**src/rtl/cpu_ctrl.sv**
```systemverilog
// ---------------------------------------------------------------------------
// cpu_ctrl -- multi-cycle CPU control sequencer.
//
// Steps each instruction through FETCH -> DECODE -> EXECUTE -> (MEM) -> WB
// and produces the datapath strobes for each step. Illegal opcodes and
// memory wait timeouts send it to TRAP, where it stays until reset.
//
// Ports:
//   clk, rst_n      clock, asynchronous active-low reset
//   halt_i          blocks the start of the next fetch
//   instruction_i   instruction word (stable once imem_ready_i has been seen)
//   imem_ready_i    instruction memory data valid
//   dmem_ready_i    data memory access complete
//   imem_req_o      instruction fetch request
//   ir_en_o         instruction register load strobe
//   dmem_req_o      data access request
//   dmem_we_o       data access write qualifier
//   rf_wr_en_o      register file write enable
//   pc_en_o         PC advance strobe
//   retire_o        one-cycle pulse per retired instruction
//   state_o         current state encoding
//   trap_cause_o    0 none, 1 illegal opcode, 2 timeout
//   retire_cnt_o    retired-instruction count (wraps)
// ---------------------------------------------------------------------------
module cpu_ctrl #(
    parameter int unsigned TIMEOUT_CYCLES = 16
) (
    input  logic        clk,
    input  logic        rst_n,
    input  logic        halt_i,
    input  logic [31:0] instruction_i,
    input  logic        imem_ready_i,
    input  logic        dmem_ready_i,
    output logic        imem_req_o,
    output logic        ir_en_o,
    output logic        dmem_req_o,
    output logic        dmem_we_o,
    output logic        rf_wr_en_o,
    output logic        pc_en_o,
    output logic        retire_o,
    output logic [2:0]  state_o,
    output logic [1:0]  trap_cause_o,
    output logic [31:0] retire_cnt_o
);

    typedef enum logic [2:0] {
        S_IDLE    = 3'd0,
        S_FETCH   = 3'd1,
        S_DECODE  = 3'd2,
        S_EXECUTE = 3'd3,
        S_MEM     = 3'd4,
        S_WB      = 3'd5,
        S_TRAP    = 3'd6
    } state_t;

    // R-type and I-ALU share one path through the sequencer.
    typedef enum logic [1:0] {
        OP_ALU   = 2'd0,
        OP_LOAD  = 2'd1,
        OP_STORE = 2'd2
    } op_t;

    localparam logic [6:0] OPC_R     = 7'b0110011;
    localparam logic [6:0] OPC_I_ALU = 7'b0010011;
    localparam logic [6:0] OPC_LOAD  = 7'b0000011;
    localparam logic [6:0] OPC_STORE = 7'b0100011;

    localparam logic [1:0] CAUSE_NONE    = 2'd0;
    localparam logic [1:0] CAUSE_ILLEGAL = 2'd1;
    localparam logic [1:0] CAUSE_TIMEOUT = 2'd2;

    // The counter holds the number of ready-low cycles already seen, so the
    // trap fires in the cycle that would make it reach TIMEOUT_CYCLES.
    localparam logic [7:0] WAIT_LAST = 8'(TIMEOUT_CYCLES - 1);

    state_t      state_q, state_d;
    op_t         op_q, op_d;
    logic [7:0]  wait_q, wait_d;
    logic [1:0]  cause_q, cause_d;
    logic [31:0] retire_cnt_q, retire_cnt_d;
    // Holds IDLE for one full cycle after reset release.
    logic        started_q, started_d;

    logic imem_req, ir_en, dmem_req, dmem_we, rf_wr_en, pc_en, retire;

    logic unused_instr_bits;
    assign unused_instr_bits = ^instruction_i[31:12];

    always_comb begin
        state_d   = state_q;
        op_d      = op_q;
        wait_d    = wait_q;
        cause_d   = cause_q;
        started_d = 1'b1;
        imem_req  = 1'b0;
        ir_en     = 1'b0;
        dmem_req  = 1'b0;
        dmem_we   = 1'b0;
        rf_wr_en  = 1'b0;
        pc_en     = 1'b0;
        retire    = 1'b0;

        case (state_q)
            S_IDLE: begin
                if (!halt_i && started_q) begin
                    state_d = S_FETCH;
                    wait_d  = '0;
                end
            end

            S_FETCH: begin
                imem_req = 1'b1;
                if (imem_ready_i) begin
                    ir_en   = 1'b1;
                    state_d = S_DECODE;
                end else if (wait_q == WAIT_LAST) begin
                    state_d = S_TRAP;
                    cause_d = CAUSE_TIMEOUT;
                end else begin
                    wait_d = wait_q + 8'd1;
                end
            end

            S_DECODE: begin
                case (instruction_i[6:0])
                    OPC_R, OPC_I_ALU: begin
                        op_d    = OP_ALU;
                        state_d = S_EXECUTE;
                    end
                    OPC_LOAD: begin
                        op_d    = OP_LOAD;
                        state_d = S_EXECUTE;
                    end
                    OPC_STORE: begin
                        op_d    = OP_STORE;
                        state_d = S_EXECUTE;
                    end
                    default: begin
                        state_d = S_TRAP;
                        cause_d = CAUSE_ILLEGAL;
                    end
                endcase
            end

            S_EXECUTE: begin
                if (op_q == OP_ALU) begin
                    state_d = S_WB;
                end else begin
                    state_d = S_MEM;
                    wait_d  = '0;
                end
            end

            S_MEM: begin
                dmem_req = 1'b1;
                dmem_we  = (op_q == OP_STORE);
                if (dmem_ready_i) begin
                    if (op_q == OP_STORE) begin
                        pc_en   = 1'b1;
                        retire  = 1'b1;
                        state_d = halt_i ? S_IDLE : S_FETCH;
                        wait_d  = '0;
                    end else begin
                        state_d = S_WB;
                    end
                end else if (wait_q == WAIT_LAST) begin
                    state_d = S_TRAP;
                    cause_d = CAUSE_TIMEOUT;
                end else begin
                    wait_d = wait_q + 8'd1;
                end
            end

            S_WB: begin
                rf_wr_en = (instruction_i[11:7] != 5'd0);
                pc_en    = 1'b1;
                retire   = 1'b1;
                state_d  = halt_i ? S_IDLE : S_FETCH;
                wait_d   = '0;
            end

            // TRAP and the unused code 7 both hold until reset.
            default: begin
                state_d = state_q;
            end
        endcase

        retire_cnt_d = retire_cnt_q + {31'd0, retire};
    end

    always_ff @(posedge clk or negedge rst_n) begin
        if (!rst_n) begin
            state_q      <= S_IDLE;
            op_q         <= OP_ALU;
            wait_q       <= '0;
            cause_q      <= CAUSE_NONE;
            retire_cnt_q <= '0;
            started_q    <= 1'b0;
        end else begin
            state_q      <= state_d;
            op_q         <= op_d;
            wait_q       <= wait_d;
            cause_q      <= cause_d;
            retire_cnt_q <= retire_cnt_d;
            started_q    <= started_d;
        end
    end

    assign imem_req_o   = imem_req;
    assign ir_en_o      = ir_en;
    assign dmem_req_o   = dmem_req;
    assign dmem_we_o    = dmem_we;
    assign rf_wr_en_o   = rf_wr_en;
    assign pc_en_o      = pc_en;
    assign retire_o     = retire;
    assign state_o      = state_q;
    assign trap_cause_o = cause_q;
    assign retire_cnt_o = retire_cnt_q;

endmodule

```
**config.mk**
```make
export PLATFORM = sky130hd
export DESIGN_NAME = cpu_ctrl
export DESIGN_NICKNAME = d
export VERILOG_FILES = /design/src/rtl/cpu_ctrl.sv
export SDC_FILE = /design/constraint.sdc
export NUM_CORES = 1
export LEC_CHECK = 0
export CAP_MARGIN = 40
export CORE_ASPECT_RATIO = 2
export CORE_MARGIN = 2
export CORE_UTILIZATION = 46
export DETAILED_ROUTE_END_ITERATION = 8
export PLACE_DENSITY = 0.79
export SYNTH_ARGS = -nofsm -noshare
export SYNTH_HDL_FRONTEND = slang
export SYNTH_SLANG_ARGS = --single-unit
```
**constraint.sdc**
```tcl
create_clock -name clk -period 3.25 [get_ports clk]
set_input_delay 0.975 -clock clk [delete_from_list [all_inputs] [get_ports clk]]
set_output_delay 0.975 -clock clk [all_outputs]
set_load 0.02 [all_outputs]
```
==> results of run 1 <==
metrics by stage:
stage          worst slack, ns  util (%)  total power, uW  area (sq um)
6_report                 0.101      63.7              974          3270
5_1_grt                 0.0300      63.7             1010          3270
4_1_cts                 0.0955      63.7              987          3270
3_5_place_dp            -0.281      62.3              649          3200
3_3_place_gp            -0.276      62.3              649          3200
2_1_floorplan            0.357         -              614          2460
cell families (layout without fill, tap and decap cells):
kind of cell	count (synthesis)	count (layout)	share of synthesized area, %
buffers and inverters	9	86	2.29
AND/OR/NAND/NOR	112	112	24.1
AO/OA/AOI/OAI	37	37	10.2
adder cells (fa/ha/maj)	6	6	3.05
flip-flops	48	48	48.8
other	1	1	0.152
XOR/XNOR	31	31	11.0
multiplexers	1	1	0.457
flip-flops by register name, indices dropped and copies added, names as in the netlist:
register	cells
started_q	1
retire_cnt_o	32
wait_q	8
op_q	2
trap_cause_o	2
state_o	3
cells in the mapped netlist, types with 2 or more instances:
cell      number  area (sq um)
o21ai_0        9          45.0
nand2_1       22          82.6
xor2_1         8          70.1
nor4_1         3          18.8
o21bai_1       2          15.0
buf_4          3          22.5
ha_1           6          75.1
a222oi_1       2          20.0
and3_1         8          50.1
nand2b_1       7          43.8
or3b_2         2          17.5
nand4_1        8          50.1
nor3_1         3          15.0
or3_1          3          18.8
nand3_1       22           110
nor3b_1        3          22.5
a32o_1         2          20.0
nor2b_1        2          12.5
nor2_1        21          78.8
xnor2_1       23           201
and4_1         3          26.3
or3_4          2          22.5
a21oi_1       11          55.1
dfrtp_1       48          1200
a21o_1         2          15.0
o21a_1         2          15.0
inv_1          4          15.0
path summary, 6_finish.rpt:
kind                                  startpoint                to  slack, ns  cells after the start
worst max register to register        state_o[1]  retire_cnt_o[18]       0.85                     12
min in group asynchronous                  rst_n  retire_cnt_o[26]       0.64                      1
worst min-delay path            retire_cnt_o[31]  retire_cnt_o[31]       0.48                      1
worst max-delay path            instruction_i[8]        rf_wr_en_o       0.10                      4
max in group asynchronous                  rst_n   retire_cnt_o[6]       1.90                      2
worst min register to register  retire_cnt_o[31]  retire_cnt_o[31]       0.48                      1
final cells by class:
cell class                      count  area [sq um]  share of cell area (%)
Clock buffer                        6          72.6                    2.22
Clock inverter                      1          5.00                   0.153
Inverter                            4          15.0                   0.459
Multi-Input combinational cell    188          1210                    36.9
Sequential cell                    48          1200                    36.7
Tap cell                           58          72.6                    2.22
Timing Repair Buffer               75           699                    21.4
worst max-delay path: stages:
cell	delay (ns)
clkdlybuf4s50_1	0.39
or3_1	0.37
o311a_1	0.28
buf_2	0.16
power by group through the flow:
stage | sequential, uW | combinational (uW) | clock (uW)
finish | 598 | 38.6 | 337
global route | 598 | 43.5 | 370
CTS | 598 | 39.7 | 350
detailed placement | 610 | 39.5 | 0
global placement | 610 | 39.0 | 0
floorplan | 610 | 3.90 | 0
what timing repair did:
action	in CTS	in global routing
endpoints found under the hold margin	0	0
setup endpoints to repair	4	0
setup buffers	0	0
hold buffers	0	0
gates resized for setup	7	0
layer usage:
layer  part of all wire (%)  global-route usage (%)  vias to the layer above
li1                       -                       -                     1020
met1                     39                    21.7                     1027
met2                     55                    36.4                       54
met3                    3.8                    3.25                        6
met4                    1.8                    10.3                        0
met5                      0                       0                        -
==> impl_metrics.ini, run 1 <==
[die]
fp.dieArea_sq_mm = 0.00599
floorplan.io_pins = 81
fp-row-count = 37
fp.coreArea_sq_mm = 0.00514
die_y_um = 107
start_util_pct = 47.9
die_x_um = 55.7

[clocking]
htreeDepth = 2
cts_buffers = 5
cts_tree = yes
clock_latency_ns = 0.30
clockBufferDepth = 2
clkSinkCount = 48
cts-root-buf = clkbuf_8
cts.clk_slew.worst_paths_ns = 0.08

[grt]
grt_pass1_wl_um = 9520
grt_max_degree = 27
grt_pass1_vias = 2136
overflow = 0
grt_antenna_before_repair = 0
grt.total_usage_pct = 19.9

[synth]
yosysWarnings = 0
synth_edf_count = 0
syn_area_sq_mm = 0.00246
synth-seq-area-share_pct = 48.8
syn_area_per_cell_sq_um = 10.1
synth_flop_cell = dfrtp_1
synth_fp_nets = 288
netlist_instances = 245
yosysUniqueCellTypes = 41
synth-seq-cells = 48
async_flop_share_pct = 100

[finish]
nFillCells = 437
most-common-layout-cells = 55 x clkdlybuf4s50_1, 48 x dfrtp_1, 23 x xnor2_1
fin_cells = 380
layout.nets = 365
antennaDiodeCount = 0
final_common_cell = clkdlybuf4s50_1
drive_above_1_share_pct = 9.32
area_delta_synth_final_pct = 32.8

[detailed_routing]
dr.pass1.iters = 4
routedWlPerCell_um = 14.5
vias_per_cell = 5.54
wl_um = 5520
drt.antenna.violating_nets = 0
drtIter0Drc = 49
route.vias.total = 2107
drc = 0

[pwr]
combinationalPowerShare_pct = 4.0
switching_power_uw = 209
p_int_uw = 765
leakage_uw = 0.00152
pwr-share-seq_pct = 61.4
clock_power_share_pct = 34.7
switching_share_pct = 21.5
power.density_mw_per_mm2 = 298
peakVddDrop_mv = 0.278

[place]
place_congestion = 0.822
placed_cells = 373
hpwlAfterDp_um = 4150
portBuffers = 60

[timing]
period_share_pct = 96.9
setup_tns_ns = 0
setup_violations = 0
tightest_slew_ns = 0.587
finalHoldViolCount = 0
rsz0062_at_grt = no
slew_headroom_pct = 60.6
holdWs_ns = 0.477
finalMaxSlewViolations = 0
fin_worst_skew_ns = 0.00463
layout_min_cycle_time_ns = 3.15
max_freq_mhz = 318

[flow_run]
maxCapViolCount = 0

[critical_path]
crit_path_end_kind = output pin
critPathRequiredTime_ns = 2.27
crit_type = input pin to output pin
crit_fanout = 1
critPathLaunchType = input pin
cp.arrival_ns = 2.17

[run_status]
status = finished clean

[hold_path]
hold_class = register to register
Note: power is estimated with default switching activity, not from simulation.
==> inputs of run 2 (changes only) <==
--- a/config.mk
+++ b/config.mk
@@ -9,8 +9,10 @@
 export CORE_ASPECT_RATIO = 2
 export CORE_MARGIN = 2
 export CORE_UTILIZATION = 46
+export CTS_CLUSTER_SIZE = 28
 export DETAILED_ROUTE_END_ITERATION = 8
 export PLACE_DENSITY = 0.79
+export SKIP_CTS_REPAIR_TIMING = 1
 export SYNTH_ARGS = -nofsm -noshare
 export SYNTH_HDL_FRONTEND = slang
 export SYNTH_SLANG_ARGS = --single-unit
==> run 2 against run 1 <==
Effect of this change:
- hold slack worse by 0.0020 ns
- sequential share of layout area down 0.13 points
- critical path depth unchanged
- non-clock buffer count unchanged
- combinational power about the same
- worst setup slack worse by 0.0017 ns
- first-iteration DRC count down 18%
- clock power about the same
- critical path type unchanged
- largest power group unchanged
==> impl_metrics.ini, run 2 (same netlist as run 1, synthesis figures left out) <==
[pwr]
power.density_mw_per_mm2 = 297
clock_power_share_pct = 34.7
switching_share_pct = 21.5
peakVddDrop_mv = 0.278
pwr-share-seq_pct = 61.4
switching_power_uw = 209
leakage_uw = 0.00156
combinationalPowerShare_pct = 4.0
p_int_uw = 765

[critical_path]
reg2regPathDepth = 12
cpPeakStageDelay_ns = 0.39
crit_path_end_kind = output pin
path_cells = clkdlybuf4s50_1, or3_1, o311a_1, clkbuf_2
reg2reg_slack_ns = 0.86
crit_type = input pin to output pin
r2r_end = retire_cnt_o[18]
critPathLaunchType = input pin
reg2reg_from = state_o[1]
cp.arrival_ns = 2.18
crit_fanout = 1
critPathRequiredTime_ns = 2.27
crit_slowest_cell = clkdlybuf4s50_1

[detailed_routing]
routedWlPerCell_um = 14.5
drt.antenna.violating_nets = 0
dr.pass1.iters = 4
vias_per_cell = 5.54
wl_um = 5520
drc = 0
route.vias.total = 2107
drtIter0Drc = 40

[die]
fp-row-count = 37
fp.dieArea_sq_mm = 0.00599
die_y_um = 107
floorplan.io_pins = 81
die_x_um = 55.7
start_util_pct = 47.9
fp.coreArea_sq_mm = 0.00514

[timing]
tightest_slew_ns = 0.580
setup_violations = 0
period_share_pct = 97.0
fin_worst_skew_ns = 0.00577
layout_setup_ws_ns = 0.0990
slew_headroom_pct = 61.0
finalMaxSlewViolations = 0
layout_min_cycle_time_ns = 3.15
max_freq_mhz = 317
finalHoldViolCount = 0
rsz0062_at_grt = no

[hold_path]
hold_class = register to register
holdPathStages = 1
min_from = retire_cnt_o[31]
hold_end = retire_cnt_o[31]

[clocking]
cts.clk_slew.worst_paths_ns = 0.08
clock_latency_ns = 0.30
clockBufferDepth = 2
cts_tree = yes
clkSinkCount = 48
htreeDepth = 2
cts_buffers = 5
cts-root-buf = clkbuf_8

[grt]
grt_max_degree = 27
grt.total_usage_pct = 19.9
grt_antenna_before_repair = 0
grt_pass1_wl_um = 9520
overflow = 0
grt_pass1_vias = 2142

[place]
hpwlAfterDp_um = 4150
place_congestion = 0.822
pre_cts_slack_ns = -0.281
portBuffers = 60

[finish]
final_common_cell = clkdlybuf4s50_1
most-common-layout-cells = 55 x clkdlybuf4s50_1, 48 x dfrtp_1, 23 x xnor2_1
antennaDiodeCount = 0
layout.nets = 365
area_delta_synth_final_pct = 33.3
final_util_pct = 63.9
drive_above_1_share_pct = 9.32
largest_reg_flops = 32

[flow_run]
maxCapViolCount = 0

[run_status]
status = finished clean
-- run 2: cell types whose count changed in the layout (fill, tap and decap cells not counted), sizes merged --
cell and delta:
buf -1, dlygate4sd2 -3, dlymetal6s2s +3, clkbuf +1
-- run 2: per-layer routing --
| metal | share of wire (%) | vias to the layer above | global-route usage [%] |
|---|---|---|---|
| met2 | 56 | 56 | 36.5 |
| li1 | - | 1021 | - |
| met5 | 0 | - | 0 |
| met3 | 3.7 | 6 | 3.25 |
| met4 | 1.8 | 0 | 10.3 |
| met1 | 38 | 1024 | 21.6 |
-- run 2: layout make-up --
type | count | area, sq um
inverter | 4 | 15.0
clock inverter | 1 | 5.00
fill | 436 | 1860
clock buffer | 6 | 72.6
sequential | 48 | 1200
timing repair buffer | 75 | 711
multi-input combinational | 188 | 1210
tap | 58 | 72.6
-- run 2: worst max-delay path, delay by kind of cell --
| kind | cells | cell delay, ns |
|---|---|---|
| buffers and inverters | 2 | 0.55 |
| AOI/OAI and AO/OA | 1 | 0.29 |
| and+or+nand+nor | 1 | 0.37 |
-- run 2: worst max-delay path by stage --
stage,from,to,depth (start not counted)
global route,instruction_i[8],rf_wr_en_o,4
floorplan,dmem_ready_i,retire_cnt_o[18],9
detailed placement,instruction_i[8],rf_wr_en_o,4
global placement,instruction_i[8],rf_wr_en_o,4
finish,instruction_i[8],rf_wr_en_o,4
CTS,instruction_i[8],rf_wr_en_o,4
-- run 2: through the flow --
step,setup TNS (ns),std cells,total power (uW),hold WS (ns),cell area (sq um)
3_3_place_gp,-0.521,373,649,0.461,3200
2_1_floorplan,0,245,614,0.473,2460
5_1_grt,0,380,1010,0.514,3280
6_report,0,380,974,0.475,3280
3_5_place_dp,-0.550,373,649,0.468,3200
4_1_cts,-0.664,380,987,0.482,3280
-- run 2: power groups by stage --
stage / Combinational (uW) / Clock (uW) / Sequential, uW
floorplan: 3.90 / 0 / 610
global placement: 39.0 / 0 / 610
detailed placement: 39.5 / 0 / 610
CTS: 39.7 / 350 / 598
global route: 43.5 / 370 / 598
finish: 38.5 / 338 / 598
==> inputs of run 3 (changes only) <==
--- a/config.mk
+++ b/config.mk
@@ -5,13 +5,15 @@
 export SDC_FILE = /design/constraint.sdc
 export NUM_CORES = 1
 export LEC_CHECK = 0
+export ABC_CLOCK_PERIOD_IN_PS = 3250
 export CAP_MARGIN = 40
 export CORE_ASPECT_RATIO = 2
-export CORE_MARGIN = 2
-export CORE_UTILIZATION = 46
+export CORE_MARGIN = 8
+export CORE_UTILIZATION = 47
+export CTS_BUF_LIST = sky130_fd_sc_hd__clkbuf_8
 export CTS_CLUSTER_SIZE = 28
 export DETAILED_ROUTE_END_ITERATION = 8
-export PLACE_DENSITY = 0.79
+export PLACE_DENSITY = 0.81
 export SKIP_CTS_REPAIR_TIMING = 1
 export SYNTH_ARGS = -nofsm -noshare
 export SYNTH_HDL_FRONTEND = slang
==> run 3 against run 2 <==
Effect of this change:
- design area rose by 1.3%
- flip-flop and latch count did not move
- non-clock buffer count fell by 2
- critical path depth did not move
- die area rose by 33%
- routed wire length rose by 8.1%
- sequential share of layout area fell by 0.45 points
- utilization rose by 1.4 points
- via count barely moved
- combinational power rose by 3%
- critical path type unchanged
- highest routed layer unchanged
==> impl_metrics.ini, run 3 (same netlist as run 1, synthesis figures left out) <==
[run_status]
status = finished clean

[finish]
layout.nets = 363
final_common_cell = clkdlybuf4s50_1
area_delta_synth_final_pct = 34.9
antennaDiodeCount = 0
largest_reg_flops = 32
nFillCells = 416
final_util_pct = 65.3
most-common-layout-cells = 55 x clkdlybuf4s50_1, 48 x dfrtp_1, 23 x xnor2_1
drive_above_1_share_pct = 9.03
final_cell_area_sq_mm = 0.00332

[detailed_routing]
route.vias.total = 2109
dr.pass1.iters = 4
drt.antenna.violating_nets = 0
wl_um = 5970
drtIter0Drc = 103
drc = 0
vias_per_cell = 5.56
routedWlPerCell_um = 15.7

[pwr]
switching_power_uw = 209
peakVddDrop_mv = 0.351
combinationalPowerShare_pct = 3.6
leakage_uw = 0.00159
switching_share_pct = 19.0
power_uw = 1100
power.density_mw_per_mm2 = 331
p_int_uw = 890
clock_power_share_pct = 42.1
pwr-share-seq_pct = 54.3

[critical_path]
crit_path_end_kind = output pin
reg2regPathDepth = 12
cp.arrival_ns = 2.23
cpPeakStageDelay_ns = 0.39
critPathLaunchType = input pin
crit_slowest_cell = clkdlybuf4s50_1
crit_type = input pin to output pin
critPathRequiredTime_ns = 2.27
path_cells = clkdlybuf4s50_1, or3_1, o311a_1, dlymetal6s2s_1
crit_fanout = 1

[place]
place_area_sq_mm = 0.00319
place_congestion = 0.849
portBuffers = 60
hpwlAfterDp_um = 4630

[die]
start_util_pct = 48.4
fp.dieArea_sq_mm = 0.00796
floorplan.io_pins = 81
fp.coreArea_sq_mm = 0.00509
fp-row-count = 37
die_y_um = 118
die_x_um = 67.2

[timing]
max_freq_mhz = 312
tightest_slew_ns = 0.605
slew_headroom_pct = 59.5
finalHoldViolCount = 0
rsz0062_at_grt = no
period_share_pct = 98.5
setup_violations = 0
finalMaxSlewViolations = 0
setup_tns_ns = 0
layout_min_cycle_time_ns = 3.20
fin_worst_skew_ns = 0.00462

[hold_path]
hold_class = register to register
holdPathStages = 1

[clocking]
cts-root-buf = clkbuf_8
cts_tree = yes
clkSinkCount = 48
clockBufferDepth = 2
clock_latency_ns = 0.29
cts_buffers = 5
cts.clk_slew.worst_paths_ns = 0.08
htreeDepth = 2

[flow_run]
maxCapViolCount = 0

[grt]
grt_pass1_wl_um = 10100
grt_max_degree = 26
grt_antenna_before_repair = 0
overflow = 0
grt.total_usage_pct = 15.6
grt_pass1_vias = 2242
==> run 3: final cells by class <==
class,count,area [sq um],area share (%)
inverters,4,15.0,0.452
well taps,58,72.6,2.18
multi-input cells,188,1210,36.3
repair buffers,73,703,21.2
clock buffers,7,96.3,2.90
clock inverters,1,30.0,0.903
flip-flops and latches,48,1200,36.1
==> run 3: worst paths after layout <==
check | startpoint | end | slack (ns)
max | instruction_i[8] | rf_wr_en_o | 0.05
min | retire_cnt_o[31] | retire_cnt_o[31] | 0.48
max reg2reg | state_o[2] | retire_cnt_o[30] | 0.77
min reg2reg | retire_cnt_o[31] | retire_cnt_o[31] | 0.48
max in group asynchronous | rst_n | retire_cnt_o[19] | 2.00
min in group asynchronous | rst_n | retire_cnt_o[0] | 0.65
==> run 3: critical path: cells and delay by family <==
family / cells / cell delay, ns
and+or+nand+nor: 1 / 0.36
buffers and inverters: 2 / 0.60
AOI/OAI and AO/OA: 1 / 0.29
==> run 3: per-stage QoR <==
step | worst slack, ns | std cells | hold WS [ns]
finish | 0.0484 | 379 | 0.478
global route | 0.0132 | 379 | 0.492
CTS | -0.295 | 379 | 0.485
detailed placement | -0.295 | 371 | 0.470
global placement | -0.281 | 371 | 0.461
floorplan | 0.357 | 245 | 0.473
==> run 3: layer usage <==
| layer | share of wire, % | global-route usage (%) | vias to the layer above | routed length, um |
|---|---|---|---|---|
| met5 | 0 | 0 | - | 0 |
| met1 | 39 | 16.5 | 1034 | 2320 |
| met4 | 1.6 | 6.72 | 0 | 93 |
| met2 | 55 | 28.1 | 53 | 3300 |
| li1 | - | - | 1015 | - |
| met3 | 4.2 | 3.03 | 7 | 252 |
==> run 3: power by group through the flow <==
stage	logic (uW)	registers, uW	clock network (uW)
4_1_cts	40.8	598	476
5_1_grt	44.1	598	501
3_3_place_gp	40.1	610	0
6_report	39.5	598	462
3_5_place_dp	40.5	610	0
2_1_floorplan	3.90	610	0
